==> src/rtl/pc_redirect_controller.sv <==
// pc_redirect_controller
// Owns the architectural fetch PC for the 5-stage RV32I core. Each cycle it
// picks the next PC from one of these sources: EX misprediction redirect, a
// halting ecall, a load-use stall, the IF predictor, or sequential fetch. It
// also drives the IF/ID and ID/EX write/flush controls, runs the halt-drain
// state machine, and keeps saturating flush and stall counters.

module pc_redirect_controller #(
    parameter logic [31:0] RESET_PC     = 32'h0000_0000,
    parameter int          DRAIN_CYCLES = 4,
    parameter int          CNT_W        = 32
) (
    input  logic             clk,
    input  logic             reset,
    input  logic             ex_redirect_valid,
    input  logic [31:0]      ex_redirect_pc,
    input  logic             pred_valid,
    input  logic [31:0]      pred_pc,
    input  logic             hazard_stall,
    input  logic             ecall_halt,
    output logic [31:0]      pc_out,
    output logic             pc_write,
    output logic             if_id_write,
    output logic             if_id_flush,
    output logic             id_ex_flush,
    output logic             halted,
    output logic [CNT_W-1:0] flush_count,
    output logic [CNT_W-1:0] stall_count
);

    typedef enum logic [1:0] {RUN, DRAIN, HALTED} state_t;

    localparam logic [3:0]       DRAIN_LOAD = 4'(DRAIN_CYCLES);
    localparam logic [CNT_W-1:0] CNT_ONE    = {{(CNT_W-1){1'b0}}, 1'b1};
    localparam logic [CNT_W-1:0] CNT_MAX    = '1;

    state_t      state;
    state_t      next_state;
    logic [3:0]  drain_cnt;
    logic [31:0] next_pc;
    logic        start_halt;
    logic        count_flush;
    logic        count_stall;

    // Choose the winning PC source and the pipeline controls for this cycle.
    always_comb begin
        pc_write    = 1'b1;
        if_id_write = 1'b1;
        if_id_flush = 1'b0;
        id_ex_flush = 1'b0;
        next_pc     = pc_out + 32'd4;
        next_state  = state;
        start_halt  = 1'b0;
        count_flush = 1'b0;
        count_stall = 1'b0;
        case (state)
            RUN: begin
                if (ex_redirect_valid) begin
                    next_pc     = ex_redirect_pc;
                    if_id_flush = 1'b1;
                    id_ex_flush = 1'b1;
                    count_flush = 1'b1;
                end else if (ecall_halt) begin
                    pc_write    = 1'b0;
                    if_id_flush = 1'b1;
                    start_halt  = 1'b1;
                    next_state  = DRAIN;
                end else if (hazard_stall) begin
                    pc_write    = 1'b0;
                    if_id_write = 1'b0;
                    id_ex_flush = 1'b1;
                    count_stall = 1'b1;
                end else if (pred_valid) begin
                    next_pc = pred_pc;
                end
            end
            DRAIN, HALTED: begin
                pc_write    = 1'b0;
                if_id_write = 1'b0;
                if_id_flush = 1'b1;
                id_ex_flush = 1'b1;
                if (state == DRAIN && drain_cnt == 4'd1) begin
                    next_state = HALTED;
                end
            end
            default: begin
                next_state = RUN;
            end
        endcase
    end

    // Halt-drain state machine; halted is registered alongside the state.
    always_ff @(posedge clk or negedge reset) begin
        if (!reset) begin
            state     <= RUN;
            drain_cnt <= 4'd0;
            halted    <= 1'b0;
        end else begin
            state  <= next_state;
            halted <= (next_state == HALTED);
            if (start_halt) begin
                drain_cnt <= DRAIN_LOAD;
            end else if (state == DRAIN) begin
                drain_cnt <= drain_cnt - 4'd1;
            end
        end
    end

    // Architectural PC register, written only when the selected source allows.
    always_ff @(posedge clk or negedge reset) begin
        if (!reset) begin
            pc_out <= RESET_PC;
        end else if (pc_write) begin
            pc_out <= next_pc;
        end
    end

    // Performance counters that stick at all-ones instead of wrapping.
    always_ff @(posedge clk or negedge reset) begin
        if (!reset) begin
            flush_count <= '0;
            stall_count <= '0;
        end else begin
            if (count_flush && flush_count != CNT_MAX) begin
                flush_count <= flush_count + CNT_ONE;
            end
            if (count_stall && stall_count != CNT_MAX) begin
                stall_count <= stall_count + CNT_ONE;
            end
        end
    end

endmodule

==> config.mk <==
export PLATFORM = sky130hd
export DESIGN_NAME = pc_redirect_controller
export DESIGN_NICKNAME = d
export VERILOG_FILES = /design/src/rtl/pc_redirect_controller.sv
export SDC_FILE = /design/constraint.sdc
export NUM_CORES = 1
export LEC_CHECK = 0
export ABC_AREA = 0
export ABC_CLOCK_PERIOD_IN_PS = 3800
export CORE_MARGIN = 1.5
export CORE_UTILIZATION = 45
export DETAILED_ROUTE_END_ITERATION = 8
export PLACE_DENSITY = 0.86
export SLEW_MARGIN = 10
export SYNTH_ARGS = -nofsm -noshare
export SYNTH_HDL_FRONTEND = slang
export SYNTH_SLANG_ARGS = --single-unit
==> constraint.sdc <==
create_clock -name clk -period 3.8 [get_ports clk]
set_input_delay 0.38 -clock clk [delete_from_list [all_inputs] [get_ports clk]]
set_output_delay 0.38 -clock clk [all_outputs]
set_load 0.005 [all_outputs]
==> results by group <==
Timing
  • Final Hold Vio Count: 2
  • Fin crit share: 86.8%
  • Hold_ws: -0.000251 ns
  • Final setup fails: 0
  • Worst slew pin tran: 0.689 ns
  • Slew Limit Headroom: 53.5%
  • TNS Setup: 0 ns
  • Fmax: 0.303 GHz
  • Slew Viols, Final: 0
  • Minimum clock period: 3.30 ns
  • RSZ-0062 raised after global routing: no
  • Worst Slack Setup Final: 0.502 ns
  • Clock skew: 0.00827 ns

Pwr
  • Power Total: 2170 uW
  • Int Power: 1710 uW
  • Sw power: 462 uW
  • Comb pwr share: 5.8%
  • Leakage: 0.00329 uW
  • Clock power share: 43.2%
  • Peak VDD IR: 0.000177 V
  • Switching portion of total power: 21.3%
  • Sequential fraction of design power: 51.0%
  • Cell Pwr Density: 270 mW/mm^2

Logic synthesis
  • Unique masters post-synth: 73
  • Top_reg_cell synth: dfrtp_1
  • Synth top cells by count: 103 x dfrtp_1, 64 x nand2_1, 49 x nor2_1
  • Async SR Flop Fraction: 100%
  • Yosys top cell area share: 43.9%
  • FF+latch count, synth: 103
  • Post-synth top area cell: dfrtp_1
  • Synth top area cells: dfrtp_1 44%, xnor2_1 5.1%, nand2_1 4.1%
  • Post-synth EDFFs: 0
  • Yosys warnings: 0
  • Mapped Area: 0.00587 sq mm
  • Count leader, synth: dfrtp_1
  • Net count after synthesis: 710
  • Avg Inst Size Synth: 9.29 sq um
  • Post-Synthesis Cells: 632
  • Seq/Total Area, Yosys: 43.9%

Die
  • Die ar.: 0.0137 sq mm
  • I/O pins: 171
  • Die width: 117 um
  • Chip height: 117 um
  • Row cnt: 41
  • Initial Util: 46.3%
  • Core ar.: 0.0127 sq mm

Detailed routing
  • Post-DR wirelength/cell: 17.5 um
  • DR pass1 iterations: 4
  • Total number of vias: 5678
  • Initial DRC Count: 391
  • Total Wirelength: 17.0 mm
  • Vias per inst: 5.84
  • Post-route ant nets: 0
  • Drc violations: 0

Setup path
  • Arr. time, crit path: 2.92 ns
  • RR Endpoint: pc_out[6]$_DFFE_PN0P_
  • Worst Path Required: 3.42 ns
  • Crit path kind: flip-flop to output port
  • Cells on worst reg2reg path: 7
  • FF-to-FF Start: state[0]$_DFF_PN0_
  • Crit. End Element: output port
  • Critical path peak fanout: 18
  • R2R Setup Slk: 1.02 ns
  • Setup crit start kind: flip-flop

Layout
  • Final std cells w/o fill: 973
  • P&R area growth vs syn: 36.8%
  • Nets: 874
  • N_diodes: 0
  • Layout cell share with drive strength beyond 1: 4.99%

Global route
  • Number of global-route vias before repair: 5241
  • Largest net degree at the start of global routing: 42
  • Total grt overflow: 0
  • Most Crowded Layer GR: met2
  • Met3 Use GR: 6.02%
  • First-pass GRT wire length: 26.2 mm
  • Initial antenna violation count: 0
  • M2 GR Usage: 41.1%
  • Global Route Usage Sum: 24.7%
  • Met1 GRT Util: 30.9%

Flow run
  • # Max-Cap Violations: 0

Clock network
  • Clock buffer count from CTS: 9
  • Clk pin slew, worst setup/hold paths: 0.07 ns
  • Setup Buffers After CTS: 0
  • Hold_buf cts: 0
  • Clk root buf: clkbuf_16
  • Clk_lat worst skew: 0.35 ns
  • CTS Sinks: 103
  • H-tree levels: 3
  • Post-CTS Resized: 0
  • CTS Buffer Depth: 2
  • CTS tree: yes

Placement
  • Cell count after placement: 957
  • Pre-CTS WS: 0.749 ns
  • Final RePlAce weighted congestion: 0.883
  • DPL Wire Length: 12.4 mm
  • PortBufs: 170

Outcome
  • Status: finished, violations left
  • Failing checks: negative hold slack

Hold path
  • HP Class: primary input to async pin
[cells by family after synthesis]
group           after synthesis  share of synthesized area [%]
compound gates              135                           15.9
xor+xnor                     59                           8.80
fa+ha+maj                     8                           1.71
buf+inv                      47                           3.56
flops                       103                           43.9
mux                           5                          0.938
simple gates                275                           25.1
[per-layer routing]
layer / wire length (um) / part of all wire (%)
met1: 7060 / 41
met2: 8220 / 48
met3: 1320 / 7.8
met4: 416 / 2.4
met5: 0 / 0
[registers in the layout, indices dropped and copies added, names as in the netlist]
signal       flops
drain_cnt        4
stall_count     32
flush_count     32
state            2
pc_out          32
halted           1
[stage by stage]
step	cell area (sq um)	util [%]	hold WS [ns]
after floorplan	5870	-	0.0844
after detailed placement	7730	61.0	0.383
after global placement	7730	61.0	0.382
after CTS	8030	63.4	0.0133
final	8030	63.4	-0.000251
after global routing	8030	63.4	0.0368
[worst max-delay path by stage]
stage | startpoint | end | slack [ns] | cells past startpoint
3_5_place_dp | ex_redirect_valid | id_ex_flush | 0.75 | 6
4_1_cts | state[0]$_DFF_PN0_ | id_ex_flush | 0.50 | 7
6_report | state[0]$_DFF_PN0_ | id_ex_flush | 0.50 | 7
2_1_floorplan | state[0]$_DFF_PN0_ | stall_count[27]$_DFFE_PN0P_ | 1.78 | 9
3_3_place_gp | ex_redirect_valid | id_ex_flush | 0.74 | 6
5_1_grt | state[1]$_DFF_PN0_ | id_ex_flush | 0.23 | 7
[cells in the final DEF (no fill, tap or decap), types with 9 or more instances in the layout]
cell,count
inv_1,19
and3_1,20
a31oi_1,14
nor3_1,23
nand2_1,64
clkbuf_16,9
xnor2_1,34
dfrtp_1,103
buf_4,9
o21ai_0,23
nand3_1,45
a21oi_1,25
nor2_1,49
o21ai_1,11
nand4_1,20
xor2_1,25
clkdlybuf4s50_1,169
[worst max-delay path, stage by stage (launching register included)]
cell and delay [ns]:
dfrtp_1 0.40, inv_1 0.08, ha_1 0.57, clkinv_1 0.44, a21oi_1 0.27, nand2_1 0.08
a31oi_1 0.17, clkdlybuf4s50_1 0.57
[power by group through the flow]
stage	clock (uW)	combinational [uW]	sequential (uW)
after global routing	992	138	1100
after global placement	0	126	1120
final	936	127	1100
after detailed placement	0	127	1120
after floorplan	0	15.1	1120
after CTS	956	128	1100
[layout make-up]
class / count / area, sq um
Fill cell: 1076 / 4640
Multi-Input combinational cell: 482 / 3100
Sequential cell: 103 / 2580
Timing Repair Buffer: 178 / 1760
Clock buffer: 11 / 243
Tap cell: 172 / 215
Inverter: 22 / 82.6
Clock inverter: 5 / 57.6
Note: power is estimated with default switching activity, not from simulation.
